`config.mk`:
```
export PLATFORM = sky130hd
export DESIGN_NAME = sse_pair_sequencer
export DESIGN_NICKNAME = d
export VERILOG_FILES = /design/src/rtl/sse_pair_sequencer.sv
export SDC_FILE = /design/constraint.sdc
export NUM_CORES = 1
export LEC_CHECK = 0
export BUFFER_PORTS_ARGS = -buffer_cell sky130_fd_sc_hd__buf_4
export CORE_MARGIN = 3
export CORE_UTILIZATION = 41
export DETAILED_ROUTE_END_ITERATION = 12
export PLACE_DENSITY_LB_ADDON = 0.25
export REMOVE_ABC_BUFFERS = 1
export SKIP_LAST_GASP = 1
export SLEW_MARGIN = 20
export SYNTH_ARGS = -nofsm -noshare
export SYNTH_HDL_FRONTEND = slang
export SYNTH_SLANG_ARGS = --single-unit
```
`constraint.sdc`:
```
create_clock -name clk -period 5.7 [get_ports clk]
set_input_delay 1.14 -clock clk [delete_from_list [all_inputs] [get_ports clk]]
set_output_delay 1.14 -clock clk [all_outputs]
set_load 0.01 [all_outputs]
```
`src/rtl/sse_pair_sequencer.sv`:
```
// sse_pair_sequencer: initiator side of the SSE sample interface.
// A host fills a small (A,B) pair buffer, pulses start, and the block resets
// the SSE core, streams the pairs one per sse_next, marks the last one with
// sse_stop and captures Y when sse_ready rises. A watchdog aborts a stalled run.
module sse_pair_sequencer #(
    parameter int DEPTH   = 16,
    parameter int TIMEOUT = 1024
) (
    input  logic                       clk,
    input  logic                       rst,
    input  logic                       wr_en,
    input  logic [31:0]                wr_a,
    input  logic [31:0]                wr_b,
    input  logic                       clear,
    input  logic                       start,
    output logic [$clog2(DEPTH):0]     count,
    output logic                       full,
    output logic                       busy,
    output logic                       sse_rst,
    output logic [31:0]                sse_a,
    output logic [31:0]                sse_b,
    output logic                       sse_stop,
    input  logic                       sse_next,
    input  logic                       sse_ready,
    input  logic [31:0]                sse_y,
    output logic [31:0]                result,
    output logic                       result_valid,
    output logic                       overflow,
    output logic                       timeout
);

    localparam int CW = $clog2(DEPTH) + 1;
    localparam int AW = $clog2(DEPTH);
    localparam int WW = $clog2(TIMEOUT + 1);

    typedef struct packed {
        logic [31:0] a;
        logic [31:0] b;
    } pair_t;

    typedef enum logic [1:0] {
        IDLE     = 2'd0,
        CORE_RST = 2'd1,
        STREAM   = 2'd2,
        WAIT_RES = 2'd3
    } state_t;

    state_t        state;
    pair_t         mem [DEPTH];
    pair_t         rd_pair;
    logic [CW-1:0] rd_ptr;
    logic [WW-1:0] wd;
    logic          idle;
    logic          wr_ok;
    logic          wd_expired;

    assign idle       = (state == IDLE);
    // clear has priority over a same-cycle write; writes only land when idle
    assign wr_ok      = idle && wr_en && !clear && !full;
    assign rd_pair    = mem[rd_ptr[AW-1:0]];
    assign wd_expired = (wd == WW'(TIMEOUT - 1));

    // Pair storage: no reset, contents are meaningless once count is zero
    always_ff @(posedge clk) begin
        if (wr_ok)
            mem[count[AW-1:0]] <= '{a: wr_a, b: wr_b};
    end

    // Fill level, full flag and sticky overflow; all host-side edits need IDLE
    always_ff @(posedge clk or posedge rst) begin
        if (rst) begin
            count    <= '0;
            full     <= 1'b0;
            overflow <= 1'b0;
        end else if (idle) begin
            if (clear) begin
                count    <= '0;
                full     <= 1'b0;
                overflow <= 1'b0;
            end else if (wr_en) begin
                if (full) begin
                    overflow <= 1'b1;
                end else begin
                    count <= count + CW'(1);
                    full  <= (count == CW'(DEPTH - 1));
                end
            end
        end
    end

    // Run sequencer: core reset, pair streaming, result wait and watchdog abort
    always_ff @(posedge clk or posedge rst) begin
        if (rst) begin
            state        <= IDLE;
            busy         <= 1'b0;
            sse_rst      <= 1'b1;
            sse_a        <= '0;
            sse_b        <= '0;
            sse_stop     <= 1'b0;
            rd_ptr       <= '0;
            wd           <= '0;
            result       <= '0;
            result_valid <= 1'b0;
            timeout      <= 1'b0;
        end else begin
            result_valid <= 1'b0;
            case (state)
                IDLE: begin
                    sse_rst <= 1'b0;
                    if (start && count != '0) begin
                        state    <= CORE_RST;
                        busy     <= 1'b1;
                        sse_rst  <= 1'b1;
                        sse_a    <= mem[0].a;
                        sse_b    <= mem[0].b;
                        sse_stop <= (count == CW'(1));
                        rd_ptr   <= CW'(1);
                        timeout  <= 1'b0;
                    end
                end

                // single-cycle core reset; pair[0] is already presented
                CORE_RST: begin
                    sse_rst <= 1'b0;
                    wd      <= '0;
                    state   <= STREAM;
                end

                // sse_ready is deliberately not looked at here
                STREAM: begin
                    if (sse_next) begin
                        wd <= '0;
                        if (rd_ptr < count) begin
                            sse_a    <= rd_pair.a;
                            sse_b    <= rd_pair.b;
                            sse_stop <= (rd_ptr == count - CW'(1));
                            rd_ptr   <= rd_ptr + CW'(1);
                        end else begin
                            // last pair consumed; sse_stop stays high
                            state <= WAIT_RES;
                        end
                    end else if (wd_expired) begin
                        state    <= IDLE;
                        busy     <= 1'b0;
                        timeout  <= 1'b1;
                        sse_stop <= 1'b0;
                    end else begin
                        wd <= wd + WW'(1);
                    end
                end

                // ready beats a simultaneous next
                WAIT_RES: begin
                    if (sse_ready) begin
                        result       <= sse_y;
                        result_valid <= 1'b1;
                        sse_stop     <= 1'b0;
                        busy         <= 1'b0;
                        state        <= IDLE;
                    end else if (sse_next) begin
                        wd <= '0;
                    end else if (wd_expired) begin
                        state    <= IDLE;
                        busy     <= 1'b0;
                        timeout  <= 1'b1;
                        sse_stop <= 1'b0;
                    end else begin
                        wd <= wd + WW'(1);
                    end
                end

                default: begin
                    state <= IDLE;
                    busy  <= 1'b0;
                end
            endcase
        end
    end

endmodule

```
==> summary.txt <==
Timing
  – Fin crit period: 3.48 ns
  – Slew margin rel.: 23.2%
  – Final hold vios: 0
  – Clock Skew: 0.0183 ns
  – Final setup vio count: 0
  – Fin crit share: 61.1%
  – Max-slew violation count: 0
  – Setup TNS: 0 ns
  – RSZ-0062 raised after global routing: no
  – Tightest Pin Transition: roughly 1.2 ns
  – Peak Freq: 287 MHz

Detailed routing
  – Total wire length: 103000 um
  – Drt pass-1 iters: 5
  – Drt initial violations: roughly 1900
  – Drt drc: 0
  – Detail Route Antenna Nets: 0
  – DR vias: 22969
  – DR vias/cell: 5.71
  – Wire per inst: 25.5 um

Job
  – Max cap viols: 0

Cells and area
  – Multi-input gate area: roughly 10000 sq um
  – Register area: 33900 sq um
  – # fillers: 8808
  – Share of cells above drive strength 1: between 20% and 30%
  – Net total in the final layout: 2637
  – Final Instance Area: ~52000 sq um
  – Commonest non-fill, non-tap cell in the layout: edfxtp_1
  – Layout area overhead: 15.5%
  – Most frequent cells in the layout: edfxtp_1 (1024), mux4_2 (256), buf_4 (234)

Place
  – IO Port Bufs: 210
  – GPL Wtd Cong: between 0.7 and 0.8
  – Placed inst area: 47900 sq um
  – Final HPWL DP: 57900 um

Global route
  – First-pass GRT wire length: 156000 um
  – Vias in the first global route: 24201
  – Pin count of the biggest net entering global routing: 129
  – GRT Total Usage: a little under a fifth
  – Initial antenna violation count: 1
  – Global route overflow: 0

Floorplan
  – Ports: approximately 210
  – Die W: 336 um
  – Starting Density: between 40% and 50%
  – Die Ht: roughly 340 um
  – Area of the core: 108000 sq um
  – Rows: 120
  – Die footprint: 113000 sq um

Clock network
  – Post-CTS setup buffer count: 0
  – CTS Buf Count: 114
  – H-tree depth: 3
  – Clock tree root driver cell: clkbuf_16
  – Clock sinks: 1150
  – Clock transition at path regs: 0.06 ns
  – Worst-skew pair later-pin latency: around 0.67 ns
  – CTS tree: built
  – Post-CTS Hold Buffers: 0
  – Clk buf depth: 3
  – Post-cts sizing count: 0

Worst setup path
  – CP top delay family: simple AND/OR/NAND/NOR gates
  – Reg2Reg Depth: 5
  – Setup crit end kind: register
  – Crit-path cells: or2_1 > or3_1 > nor2_1 > and3_4 > buf_4
  – Crit Path Class: register to register
  – Reg-to-Reg End: mem[15][51]
  – FF-to-FF setup slack: 2.22 ns
  – Worst path required time: 6.08 ns
  – CP Buf/Inv Count: 1
  – Arr. time, crit path: 3.86 ns
  – Maximum fanout along the worst path: 55
  – Crit-path slowest cell: and3_4
  – Critical path depth: 5
  – Origin of the critical flop-to-flop path: state[1]
  – Crit path largest cell delay: 0.92 ns
  – CP Launch Type: register

Worst hold path
  – Worst hold path startpoint: sse_rst
  – HP Class: register to register
  – Worst hold stages: 2
  – WHS Endpoint: sse_rst

Logic synthesis
  – Library cells used by synthesis: 57
  – Post-synth top flop: edfxtp_1
  – Synthesized area: 44700 sq um
  – Avg Cell Area, Syn: 19.5 sq um
  – Asr flop ratio synth: 11.0%
  – Number of enable flip-flop cells after synthesis: 1024
  – Register area share after synthesis: between 70% and 80%
  – Synth Warn #: 0
  – Largest area contributor in the netlist: edfxtp_1
  – Largest cells by area after synthesis: edfxtp_1 (69%), mux4_2 (13%), dfrtp_1 (7.0%), a22oi_1 (2.1%), nand2_1 (1.5%)
  – Flops & latches, synth: between 1000 and 1500
  – Synth top area share: 68.7%
  – Synthesized instance count: 2292

Run status
  – Outcome: finished, final reports clean

Power and ir drop
  – Peak VDD IR: 0.000529 V
  – Leak: 0.0171 uW
  – PwrDens: between 400 and 500 nW/um^2
per-stage QoR:
step | instances | utilization (%) | hold WS (ns) | worst slack (ns) | total power [uW]
6_report | 4024 | 48.0 | 0.473 | 2.22 | 23900
5_1_grt | 4022 | 48.0 | 0.497 | 2.07 | 25100
4_1_cts | 4015 | 47.9 | 0.474 | 2.22 | 24200
3_5_place_dp | 3801 | 44.5 | 0.463 | 1.86 | 16800
3_3_place_gp | 3793 | 44.3 | 0.460 | 1.95 | 16700
2_1_floorplan | 2152 | - | 0.468 | -6.39 | 14800
final cells by class:
cell class              count  share of cell area, %
clock buffers             152                   6.01
inverters                  15                  0.119
well taps                1403                   3.40
multi-input cells         987                   19.7
clock inverters            62                   1.06
diodes                      2                0.00968
repair buffers            253                   4.15
flip-flops and latches   1150                   65.6
flip-flops by register name, indices dropped and copies added (netlist names), 2 cells and up:
signal,count
wd,11
sse_b,32
sse_a,32
mem,1024
rd_ptr,5
state,2
result,32
count,5
synth_stat cells, types with 4 or more instances:
| cell type | instances |
|---|---|
| edfxtp_1 | 1024 |
| mux4_2 | 256 |
| nand2_1 | 180 |
| a22oi_1 | 128 |
| dfrtp_1 | 125 |
| nor2_1 | 81 |
| clkbuf_1 | 75 |
| a21oi_1 | 74 |
| o22ai_1 | 68 |
| a211oi_1 | 55 |
| buf_2 | 23 |
| buf_4 | 23 |
| and3_1 | 19 |
| buf_6 | 14 |
| inv_1 | 14 |
| ha_1 | 13 |
| o21ai_0 | 12 |
| nand3_1 | 11 |
| nor3_1 | 9 |
| a211oi_2 | 8 |
| a31oi_1 | 7 |
| nor2b_1 | 7 |
| xnor2_1 | 7 |
| buf_1 | 5 |
| nand2b_1 | 5 |
| xor2_1 | 5 |
| mux2i_1 | 4 |
| nand4_1 | 4 |
cell families (layout without fill, tap and decap cells):
| kind of cell | count (synthesis) | in the layout | synth area share, % |
|---|---|---|---|
| flip-flops | 1150 | 1150 | 75.8 |
| AO/OA/AOI/OAI | 366 | 366 | 5.56 |
| AND/OR/NAND/NOR | 336 | 336 | 3.30 |
| multiplexers | 260 | 260 | 13.0 |
| buffers and inverters | 155 | 482 | 1.79 |
| adder cells (fa/ha/maj) | 13 | 13 | 0.364 |
| XOR/XNOR | 12 | 12 | 0.235 |
| other | 0 | 2 | 0 |
worst reg2reg max path, stage by stage (launching register included):
cell and delay, ns:
dfrtp_1 0.54, or2_1 0.40, or3_1 0.48, nor2_1 0.45, and3_4 0.92, buf_4 0.39
power breakdown:
part | switching, uW | internal [uW] | total [uW]
Combinational | 3410 | 2980 | 6380
Sequential | 527 | 9690 | 10200
Clock | 3120 | 4190 | 7310
layer usage:
layer / vias up / share of wire, % / global-route usage [%]
met5: - / 0 / 0
met4: 0 / 1.7 / 4.02
met3: 133 / 6.1 / 3.75
met2: 724 / 49 / 30.0
met1: 12209 / 43 / 25.3
li1: 9903 / - / -
how the worst max path moves through the flow:
stage               from          end  slack (ns)
2_1_floorplan  rd_ptr[0]    rd_ptr[0]       -6.39
3_3_place_gp       wr_en  mem[12][12]        1.95
3_5_place_dp       wr_en    mem[0][0]        1.86
4_1_cts         state[1]  mem[15][47]        2.22
5_1_grt         state[1]  mem[15][51]        2.07
6_report        state[1]  mem[15][51]        2.22
No activity file was read; power rests on OpenSTA's default activity.
